**config.mk**
```make
export PLATFORM = sky130hd
export DESIGN_NAME = rr_arb4_enc_flat
export DESIGN_NICKNAME = d
export VERILOG_FILES = /design/src/rtl/rr_arb4_enc_if.sv /design/src/rtl/rr_arb4_enc.sv /design/src/flat_wrapper.sv
export SDC_FILE = /design/constraint.sdc
export NUM_CORES = 1
export LEC_CHECK = 0
export ABC_AREA = 1
export BUFFER_PORTS_ARGS = -buffer_cell sky130_fd_sc_hd__buf_2
export CAP_MARGIN = 20
export CORE_UTILIZATION = 30
export DETAILED_ROUTE_END_ITERATION = 10
export PLACE_DENSITY = 0.45
export SLEW_MARGIN = 20
export SYNTH_ARGS = -nofsm -noshare
export SYNTH_HDL_FRONTEND = slang
export SYNTH_SLANG_ARGS = --single-unit
```
**constraint.sdc**
```tcl
create_clock -name clk -period 1.97 [get_ports clk]
set_clock_uncertainty 0.2 [all_clocks]
set_input_delay 0.394 -clock clk [delete_from_list [all_inputs] [get_ports clk]]
set_output_delay 0.394 -clock clk [all_outputs]
set_load 0.005 [all_outputs]
```
**src/rtl/rr_arb4_enc_if.sv**
```systemverilog
`default_nettype none
// ============================================================================
// Module   : rr_arb4_enc_if
// Purpose  : Request/grant bundle between requesters, the round-robin
//            arbiter and the downstream 2-to-4 decoder.
// Revision : 1.0  initial release
// ============================================================================
interface rr_arb4_enc_if;
  // 'release' is a reserved word, so the consumer's end-of-grant pulse is 'rel'
  logic [3:0] req;
  logic       rel;
  logic [1:0] gnt_idx;
  logic       gnt_vld;
  logic       timeout;

  // requester/consumer side
  modport master (
    output req,
    output rel,
    input  gnt_idx,
    input  gnt_vld,
    input  timeout
  );

  // arbiter side
  modport slave (
    input  req,
    input  rel,
    output gnt_idx,
    output gnt_vld,
    output timeout
  );
endinterface
`default_nettype wire

```
**src/rtl/rr_arb4_enc.sv**
```systemverilog
`default_nettype none
// ============================================================================
// Module   : rr_arb4_enc
// Purpose  : Four-requester round-robin arbiter with a registered binary
//            grant index that is held until the consumer pulses 'rel'.
//            Optional forced release after MAX_HOLD cycles is enabled by
//            defining RR_ARB_TIMEOUT_EN; otherwise 'timeout' is tied low.
// Revision : 1.0  initial release
// ============================================================================
module rr_arb4_enc #(
  parameter int MAX_HOLD = 16
) (
  input wire logic     clk,
  input wire logic     rst,
  rr_arb4_enc_if.slave bus
);

  typedef enum logic [0:0] {
    IDLE  = 1'b0,
    GRANT = 1'b1
  } state_t;

  state_t     state, state_nxt;
  logic [1:0] ptr, ptr_nxt;
  logic [1:0] gnt_idx, idx_nxt;
  logic       gnt_vld, vld_nxt;
  logic [2:0] pick_res;
  logic       end_grant;
  logic       forced;

  if ((MAX_HOLD < 2) || (MAX_HOLD > 255)) begin : g_max_hold_check
    $error("rr_arb4_enc: MAX_HOLD must be within 2..255");
  end

  // Rotating-priority search: {found, index} of the first set bit at or after base.
  // Scanning from the far end down lets the nearest hit overwrite the others.
  function automatic logic [2:0] rr_pick(input logic [3:0] r, input logic [1:0] base);
    logic [1:0] idx;
    rr_pick = 3'b000;
    for (int k = 3; k >= 0; k--) begin
      idx = base + 2'(k);
      if (r[idx]) rr_pick = {1'b1, idx};
    end
  endfunction

  // A grant ends on the consumer's pulse or on a forced release.
  assign end_grant = (state == GRANT) && (bus.rel || forced);

`ifdef RR_ARB_TIMEOUT_EN
  localparam logic [7:0] HOLD_LAST = 8'(MAX_HOLD - 1);

  logic [7:0] hold_cnt;
  logic       timeout_q;
  logic       load;

  // A real release in the same cycle takes precedence, so no timeout then.
  assign forced = (state == GRANT) && !bus.rel && (hold_cnt == HOLD_LAST);
  assign load   = (state_nxt == GRANT) && ((state == IDLE) || end_grant);

  // Hold counter restarts on every grant load; timeout marks the forced edge.
  always_ff @(posedge clk) begin
    if (rst) begin
      hold_cnt  <= 8'd0;
      timeout_q <= 1'b0;
    end else begin
      timeout_q <= forced;
      if (load) begin
        hold_cnt <= 8'd0;
      end else if (state == GRANT) begin
        hold_cnt <= hold_cnt + 8'd1;
      end
    end
  end

  assign bus.timeout = timeout_q;
`else
  assign forced      = 1'b0;
  assign bus.timeout = 1'b0;
`endif

  // Next-state, pointer and grant selection; grant is frozen unless it ends.
  always_comb begin
    state_nxt = state;
    ptr_nxt   = ptr;
    idx_nxt   = gnt_idx;
    vld_nxt   = gnt_vld;
    pick_res  = 3'b000;
    case (state)
      IDLE: begin
        pick_res = rr_pick(bus.req, ptr);
        if (pick_res[2]) begin
          state_nxt = GRANT;
          idx_nxt   = pick_res[1:0];
          vld_nxt   = 1'b1;
        end
      end
      GRANT: begin
        if (end_grant) begin
          // Priority moves to the requester just after the one being released,
          // and the same cycle re-arbitrates for a gap-free back-to-back grant.
          ptr_nxt  = gnt_idx + 2'd1;
          pick_res = rr_pick(bus.req, ptr_nxt);
          if (pick_res[2]) begin
            idx_nxt = pick_res[1:0];
          end else begin
            state_nxt = IDLE;
            vld_nxt   = 1'b0;
          end
        end
      end
      default: begin
        state_nxt = IDLE;
        vld_nxt   = 1'b0;
      end
    endcase
  end

  // State, pointer and registered grant outputs.
  always_ff @(posedge clk) begin
    if (rst) begin
      state   <= IDLE;
      ptr     <= 2'd0;
      gnt_idx <= 2'd0;
      gnt_vld <= 1'b0;
    end else begin
      state   <= state_nxt;
      ptr     <= ptr_nxt;
      gnt_idx <= idx_nxt;
      gnt_vld <= vld_nxt;
    end
  end

  assign bus.gnt_idx = gnt_idx;
  assign bus.gnt_vld = gnt_vld;

endmodule
`default_nettype wire

```
**src/flat_wrapper.sv**
```systemverilog
// flat-port wrapper written by rule: the top's interface ports become plain ports
module rr_arb4_enc_flat 
#(
  parameter int MAX_HOLD = 16
)
  (clk, rst, bus_req, bus_rel, bus_gnt_idx, bus_gnt_vld, bus_timeout);
  rr_arb4_enc_if bus_i ();
  input wire logic clk;
  input wire logic rst;
  input wire logic [$bits(bus_i.req)-1:0] bus_req;
  input wire logic [$bits(bus_i.rel)-1:0] bus_rel;
  output wire logic [$bits(bus_i.gnt_idx)-1:0] bus_gnt_idx;
  output wire logic [$bits(bus_i.gnt_vld)-1:0] bus_gnt_vld;
  output wire logic [$bits(bus_i.timeout)-1:0] bus_timeout;
  assign bus_i.req = bus_req;
  assign bus_i.rel = bus_rel;
  assign bus_gnt_idx = bus_i.gnt_idx;
  assign bus_gnt_vld = bus_i.gnt_vld;
  assign bus_timeout = bus_i.timeout;
  rr_arb4_enc #(.MAX_HOLD(MAX_HOLD)) u_core (.clk(clk), .rst(rst), .bus(bus_i));
endmodule
```
* Word-level counts from Yosys, hierarchy flattened
Index checks and enable logic that the tools add are counted.
** Storage, ports and cells
- Bits of input ports :: 7
- Memory bits (read-only) :: 0
- Latch bits :: 0
- Memory bits (writable) :: 0
- Memories kept :: 0
- Output and inout bits :: 4
- Flip-flop bits (word level) :: 6
** Operators by class
- Bitwise gates (word level) :: 1
- Div/mod/pow operators :: 0
- Equal/unequal tests :: 4
- Reductions and logical operators :: 4
- Magnitude comparators :: 8
- Shift-type cells :: 0
- $mul :: 0
- Multiplexer cells :: 39
- $add $sub $neg :: 7
** Operator list (number)
- $mux 3 :: 11
- $lt 2x3->1 const B :: 8
- $bmux 1 s2 :: 8
- $mux 1 :: 14
- $add 2x2->2 const B :: 4
- $ne 2x2->1 const B :: 4
- $add 2x1->2 const B :: 3
- $mux 2 :: 3
- $reduce_and 3->1 :: 2
- $pmux 1 s2 :: 2
- $pmux 2 s2 :: 1
- $reduce_and 2->1 :: 1
- $logic_and 1x1->1 :: 1
- $not 1->1 :: 1

* Depth between registers and ports, before layout
Gate-level depths: netlist (run 1).
- Depth in word-level cells :: 13
- Mapped depth :: 12
- Gate-level depth less buffers :: 11

* Worst setup path after synthesis (run 1)
OpenSTA, ideal clock, no wires.
- Kind :: reg2reg
- From :: register u_core.gnt_idx[0], in the netlist u_core.bus.gnt_idx[0]
- To :: register u_core.gnt_idx[0], in the netlist u_core.bus.gnt_idx[0]
- Data required time :: 1.659 ns
- Stages on the path, launching flop included :: 12
- Arrival time :: 1.142 ns
- Clock period less this slack :: 1.453 ns
- Slack :: 0.517 ns
- Cell sequence :: dfxtp_1 buf_6 nand2_1 nand2_1 and2_4 nand2_4 o21ai_2 clkinv_2 nand2_1 nand2_1 nand2_1 nor2_1
** Between the ends
- Cells in the longest elaborated chain, start to end :: 13
** RTL lines
- from (decl) :: RTL line rr_arb4_enc.sv:25 : logic [1:0] gnt_idx, idx_nxt;
- from (signal assigned) :: RTL line rr_arb4_enc.sv:128 : gnt_idx <= idx_nxt;
- $add 2x1->2 * :: RTL line rr_arb4_enc.sv:101 : ptr_nxt = gnt_idx + 2'd1;
- $add 2x2->2 :: RTL line rr_arb4_enc.sv:41 : idx = base + 2'(k);
- $bmux 1 s2 :: RTL line rr_arb4_enc.sv:42 : if (r[idx]) rr_pick = {1'b1, idx};
- $mux 1 (not written as such) :: RTL line rr_arb4_enc.sv:42
- $mux 3 (3 in a row) :: RTL line rr_arb4_enc.sv:42
- $mux 3 * :: RTL line rr_arb4_enc.sv:42
- $mux 3 * :: RTL line rr_arb4_enc.sv:98 : if (end_grant) begin
- $mux 3 * :: RTL line rr_arb4_enc.sv:88 : case (state)
- $mux 2 :: RTL line rr_arb4_enc.sv:103 : if (pick_res[2]) begin
- $mux 2 :: RTL line rr_arb4_enc.sv:98
- $pmux 2 s2 :: RTL line rr_arb4_enc.sv:88
Mark *: on every way between the ends. The rest lies on a longest branch, timed or not. The select of a mux whose other input is x is not followed.
A chain may end at the register's enable or synchronous reset.

* Worst setup path in the final report (run 1)
Same ends and word-level chain as after synthesis.

==> out/qor.log, run 1 <==
[power_and_ir_drop] Clk network pwr share 15.1%
[yosys] most used standard cells in the synthesized netlist 49 x nand2_1, 11 x inv_1, 10 x nand3_1, 9 x nor2_1, 7 x a21oi_1
[timing] minimum setup slack in the final design 0.215 ns
[setup_path] Crit path arrival time 1.70 ns
[yosys] syn_nets 129
[final_layout] total number of nets in the final design 140
[floorplanning] Core Region 0.00200 sq mm
[final_layout] post-route non-filler standard cell count 158
[grt] number of global-route vias before repair 621
[clocking] number of gates resized after CTS 0
[clocking] H-tree levels 1
[power_and_ir_drop] peak supply drop 0.000394 V
[floorplanning] number of rows created at floorplan 16
[timing] minimum clock period 1.76 ns
[setup_path] type of origin of the critical path flip-flop
[yosys] post-synthesis async set-or-reset flop share 0%
[yosys] Yosys Warn Count 0
[clocking] number of clock buffers inserted by TritonCTS 3
[placement] number of I/O port buffers 9
[setup_path] CP max FO 11
[clocking] CTS Sinks 6
[flow_run] maxcap violations 0
[yosys] synthesized instance count 122
[timing] RSZ-0062 raised after global routing false
[yosys] predominant post-synthesis flop cell dfxtp_1
[clocking] TritonCTS clock tree built
[route] drt pass-1 iters 4
[power_and_ir_drop] combinational cell fraction of total power 58.3%
[route] Via density 4.59
[final_layout] share of cells above drive strength 1 22.1%
[placement] last weighted congestion value of the routability-driven placer 0.817
[route] average detailed-routed wire length per instance 9.44 um
[setup_path] kind of critical path flip-flop to flip-flop
[yosys] synthesized area 653 sq um
[setup_path] kind of end point of the critical path flip-flop
[timing] Worst Hold Margin 0.137 ns
[power_and_ir_drop] Cell Int Power 379 uW
[setup_path] worst endpoint required time 1.91 ns
[route] count of nets left with antenna violations after detail routing 0
[setup_path] startpoint of the worst register-to-register path u_core.bus.gnt_idx[0]$_SDFFE_PP0P_
[power_and_ir_drop] switching component of the power 367 uW
[yosys] synthesized area per cell 5.35 sq um
[outcome] status finished clean
[floorplanning] die area 0.00237 sq mm
[timing] maximum clock rate 0.570 GHz
[clocking] Clk Latency, worst-skew pair 0.24 ns
[setup_path] source of the critical timing path u_core.bus.gnt_idx[0]$_SDFFE_PP0P_
[grt] pin count of the biggest net entering global routing 12
[yosys] top cells by area in the synthesized netlist nand2_1 28%, dfxtp_1 18%, nand3_1 7.7%
[min_path] path type of the worst min-delay path input port to flip-flop
[floorplanning] x dimension of the die 48.7 um
[grt] Global Route Usage Sum 13.8%
[power_and_ir_drop] power density normalized to cell area 1020 mW/mm^2
[yosys] cell taking the most area after synthesis nand2_1
[route] DR iter-0 viols 20
[timing] final setup violation count 0
[power_and_ir_drop] register share of total power 26.6%
[floorplanning] starting density of the core 32.6%
[grt] antenna violations before repair 0
[timing] count of final hold-check violations 0
[timing] final worst-path cycle share 89.1%
[grt] global-route wire length before repair 2580 um
[placement] worst slack after detailed placement 0.234 ns
[yosys] top-area cell type share of the netlist area 28.2%
[floorplanning] Die Span Y 48.7 um
[yosys] number of flops mapped to enable cells by yosys 0
[yosys] number of distinct library cells after synthesis 22
[clocking] clock-pin slew on the worst setup and hold paths 0.05 ns
[yosys] #FFs+latches synth 6
[clocking] maximum clock insertion buffer count 2
[power_and_ir_drop] Switching Share 49.2%
[placement] post-detail-place hpwl 1210 um
[yosys] sequential share of the synthesized area 18.4%
[final_layout] area growth from synthesis to layout 11.5%
[grt] Overflow after GRT 0
[route] DRC errors left 0
[power_and_ir_drop] standby leakage power 0.424 nW
[floorplanning] number of top-level pins 11
[clocking] postcts setup bufs 0
[final_layout] number of antenna diodes 0
[timing] Max Transition Viols Final 0
[placement] dpl cells 155
[clocking] Post-CTS Hold Buffers 0
[timing] TNS Setup 0 ns
[route] routed wire length 1490 um
[yosys] library cell with the highest instance count after synthesis nand2_1
[min_path] startpoint of the worst hold path rst
[route] vias 725
[clocking] Clock Tree Root clkbuf_4
==> power by group through the flow <==
stage	logic, mW	registers [mW]	clock network [mW]
5_1_grt	0.501	0.205	0.125
3_5_place_dp	0.434	0.199	0
3_3_place_gp	0.448	0.199	0
2_1_floorplan	0.391	0.168	0
4_1_cts	0.437	0.197	0.117
6_report	0.435	0.198	0.113
==> per-layer routing <==
layer	wire [um]	global-route usage (%)
met5	0	0
met4	30	8.82
met3	71	1.89
met2	642	20.6
met1	748	18.6
==> critical path, cell delays in order (launching register included) <==
cell and delay (ns):
dfxtp_1 0.58, nand2_1 0.15, nand2_1 0.18, nand2_1 0.09
nand2_1 0.07, nand2_1 0.08, nand3_2 0.08, nand3_1 0.07
nor2_1 0.10, nor2_1 0.04
==> cell type report <==
class,instances,area (sq um)
clock buffers,3,22.5
fillers,243,1270
inverters,19,75.1
multi-input cells,94,432
flip-flops and latches,6,120
well taps,27,33.8
repair buffers,9,45.0
==> final timing paths <==
path,endpoint,slack [ns],cells after the start
max,u_core.bus.gnt_idx[0]$_SDFFE_PP0P_,0.21,9
min,u_core.bus.gnt_vld$_SDFFE_PP0P_,0.14,2
max reg2reg,u_core.bus.gnt_idx[0]$_SDFFE_PP0P_,0.21,9
min reg2reg,u_core.bus.gnt_vld$_SDFFE_PP0P_,0.27,2
==> registers in the layout, summed over array words and instances (netlist names) <==
register	flops
u_core.bus.gnt_idx	2
u_core.state	1
u_core.bus.gnt_vld	1
u_core.ptr	2
==> cells by family after synthesis <==
kind of cell           count (synthesis)  share of synthesized area (%)
flip-flops                             6                           18.4
other                                  1                          0.574
AO/OA/AOI/OAI                         18                           15.7
buffers and inverters                 22                           15.5
AND/OR/NAND/NOR                       74                           48.5
XOR/XNOR                               1                           1.34
==> cell usage in the layout (no fill, tap or decap), drive strengths merged <==
| cell | n |
|---|---|
| conb | 1 |
| a31oi | 1 |
| clkbuf | 3 |
| a21oi | 7 |
| xnor2 | 1 |
| and2 | 1 |
| nand3 | 11 |
| clkinv | 1 |
| nand2 | 52 |
| o21ai | 10 |
| inv | 18 |
| nor2 | 10 |
| buf | 9 |
| dfxtp | 6 |
==> per-stage QoR <==
stage	instance area [sq um]	utilization, %	power [mW]
after floorplan	653	-	0.559
after global placement	706	35.3	0.647
after detailed placement	706	35.3	0.634
after CTS	728	36.4	0.752
after global routing	728	36.4	0.832
final	728	36.4	0.746
(Power assumes the default switching activity.)
==> run 2, diff against run 1 <==
--- a/config.mk
+++ b/config.mk
@@ -10,6 +10,7 @@
 export CAP_MARGIN = 20
 export CORE_UTILIZATION = 30
 export DETAILED_ROUTE_END_ITERATION = 10
+export GPL_TIMING_DRIVEN = 0
 export PLACE_DENSITY = 0.45
 export SLEW_MARGIN = 20
 export SYNTH_ARGS = -nofsm -noshare
==> out/qor.log, run 2 (same netlist as run 1, synthesis figures left out) <==
[outcome] status finished clean [unchanged]
[final_layout] footprint of the multi-input gates 432 sq um [unchanged]
[route] average detailed-routed wire length per instance 9.71 um [was 9.44 um]
[final_layout] number of antenna diodes 0 [unchanged]
[clocking] Post-CTS Hold Buffers 0 [unchanged]
[route] routed wire length 1560 um [was 1490 um]
[clocking] Clk Latency, worst-skew pair 0.24 ns [about the same]
[power_and_ir_drop] power density normalized to cell area 1020 mW/mm^2 [about the same]
[timing] maximum clock rate 0.637 GHz [was 0.570 GHz]
[grt] number of global-route vias before repair 678 [was 621]
[setup_path] worst endpoint required time 1.91 ns [about the same]
[clocking] Clock Tree Root clkbuf_4 [unchanged]
[timing] Max Transition Viols Final 0 [unchanged]
[clocking] H-tree levels 1 [unchanged]
[clocking] CTS Sinks 6 [unchanged]
[clocking] number of clock buffers inserted by TritonCTS 3 [unchanged]
[grt] Overflow after GRT 0 [unchanged]
[final_layout] most common cell after layout, fill and taps aside nand2_1 [unchanged]
[floorplanning] die area 0.00237 sq mm [unchanged]
[final_layout] area growth from synthesis to layout 15.5% [was 11.5%]
[timing] count of final hold-check violations 0 [unchanged]
[clocking] TritonCTS clock tree built [unchanged]
[timing] TNS Setup 0 ns [unchanged]
[final_layout] highest-count cells in the layout ignoring fill and taps 49 x nand2_1, 11 x inv_1, 10 x nand3_1 [unchanged]
[grt] pin count of the biggest net entering global routing 11 [was 12]
[final_layout] share of cells above drive strength 1 23.9% [was 22.1%]
[grt] antenna violations before repair 0 [unchanged]
[clocking] postcts setup bufs 0 [unchanged]
[floorplanning] starting density of the core 32.6% [unchanged]
[route] DR iter-0 viols 24 [was 20]
[setup_path] type of origin of the critical path flip-flop [unchanged]
[floorplanning] Core Region 0.00200 sq mm [unchanged]
[route] drt pass-1 iters 4 [unchanged]
[final_layout] Layout fillers 240 [was 243]
[setup_path] end of the worst register-to-register path u_core.bus.gnt_idx[0]$_SDFFE_PP0P_ [unchanged]
[final_layout] sequential cell area 120 sq um [unchanged]
[setup_path] Worst Reg-to-Reg Cells 12 [was 9]
[flow_run] maxcap violations 0 [unchanged]
[setup_path] startpoint of the worst register-to-register path u_core.bus.gnt_idx[0]$_SDFFE_PP0P_ [unchanged]
[timing] RSZ-0062 raised after global routing false [unchanged]
[floorplanning] number of top-level pins 11 [unchanged]
[setup_path] kind of end point of the critical path flip-flop [unchanged]
[setup_path] worst-case register-to-register setup slack 0.40 ns [was 0.21 ns]
[setup_path] endpoint of the most critical setup path u_core.bus.gnt_idx[0]$_SDFFE_PP0P_ [unchanged]
[timing] final worst-path cycle share 79.7% [was 89.1%]
[timing] final setup violation count 0 [unchanged]
[floorplanning] number of rows created at floorplan 16 [unchanged]
[grt] Global Route Usage Sum 15.2% [was 13.8%]
[power_and_ir_drop] standby leakage power 0.440 nW [was 0.424 nW]
[placement] post-detail-place hpwl 1240 um [was 1210 um]
[power_and_ir_drop] peak supply drop 0.000647 V [was 0.000394 V]
[final_layout] total number of nets in the final design 143 [was 140]
[route] count of nets left with antenna violations after detail routing 0 [unchanged]
[route] DRC errors left 0 [unchanged]
[placement] number of I/O port buffers 9 [unchanged]
[clocking] clock-pin slew on the worst setup and hold paths 0.04 ns [was 0.05 ns]
[floorplanning] Die Span Y 48.7 um [unchanged]
[final_layout] registers with the most flip-flops u_core.bus.gnt_idx: 2 flops, u_core.ptr: 2 flops [unchanged]
[setup_path] Crit path arrival time 1.51 ns [was 1.70 ns]
[clocking] maximum clock insertion buffer count 2 [unchanged]
[placement] dpl cells 158 [was 155]
[setup_path] CP max FO 10 [was 11]
[route] vias 721 [was 725]
[clocking] number of gates resized after CTS 0 [unchanged]
[min_path] path type of the worst min-delay path input port to flip-flop [unchanged]
[setup_path] kind of critical path flip-flop to flip-flop [unchanged]
[grt] global-route wire length before repair 2810 um [was 2580 um]
[placement] last weighted congestion value of the routability-driven placer 0.840 [was 0.817]
[final_layout] post-route non-filler standard cell count 161 [was 158]
[setup_path] source of the critical timing path u_core.bus.gnt_idx[0]$_SDFFE_PP0P_ [unchanged]
[timing] minimum clock period 1.57 ns [was 1.76 ns]
[floorplanning] x dimension of the die 48.7 um [unchanged]
[route] Via density 4.48 [was 4.59]
-- run 2: where the power goes --
group / switching (mW) / internal (mW) / total [mW]
combinational: 0.302 / 0.185 / 0.487
sequential: 0.0244 / 0.145 / 0.170
clock: 0.0410 / 0.0687 / 0.110
total: 0.368 / 0.399 / 0.766
-- run 2: through the flow --
stage	setup slack, ns	hold slack (ns)	total power [mW]	utilization, %	instance area [sq um]
2_1_floorplan	0.517	0.260	0.559	-	653
3_3_place_gp	0.339	0.268	0.663	36.6	732
3_5_place_dp	0.339	0.260	0.662	36.6	732
4_1_cts	0.383	0.128	0.778	37.7	754
5_1_grt	0.156	0.136	0.870	37.7	754
6_report	0.401	0.141	0.766	37.7	754
-- run 2: metal layers --
metal  GRT usage, %  up-vias  wire [um]
li1               -      403          -
met1           20.7      299        807
met2           23.4       14        661
met3          0.943        5         52
met4           8.82        0         42
met5              0        -          0
-- run 2: layout make-up --
cell class	instances	area share, %
well taps	27	4.48
repair buffers	9	5.97
multi-input cells	94	57.2
inverters	19	9.95
flip-flops and latches	6	15.9
plain buffers	3	3.48
clock buffers	3	2.99
-- run 2: worst min-delay path by stage --
stage                                               start                               to  cells past startpoint
after floorplan           u_core.bus.gnt_vld$_SDFFE_PP0P_  u_core.bus.gnt_vld$_SDFFE_PP0P_                      2
after global placement    u_core.bus.gnt_vld$_SDFFE_PP0P_  u_core.bus.gnt_vld$_SDFFE_PP0P_                      2
after detailed placement  u_core.bus.gnt_vld$_SDFFE_PP0P_  u_core.bus.gnt_vld$_SDFFE_PP0P_                      2
after CTS                                             rst  u_core.bus.gnt_vld$_SDFFE_PP0P_                      2
after global routing                                  rst  u_core.bus.gnt_vld$_SDFFE_PP0P_                      2
final                                                 rst  u_core.bus.gnt_vld$_SDFFE_PP0P_                      2
-- run 2: critical path, stage by stage (launching register included) --
cell     delay, ns
dfxtp_1       0.34
buf_6         0.15
inv_4         0.06
nand2_1       0.05
nand2_1       0.10
nand2_1       0.10
nand2_1       0.06
nand2_1       0.09
nand2_1       0.05
nand2_1       0.05
nand3_1       0.06
nor2_1        0.10
nor2_1        0.05
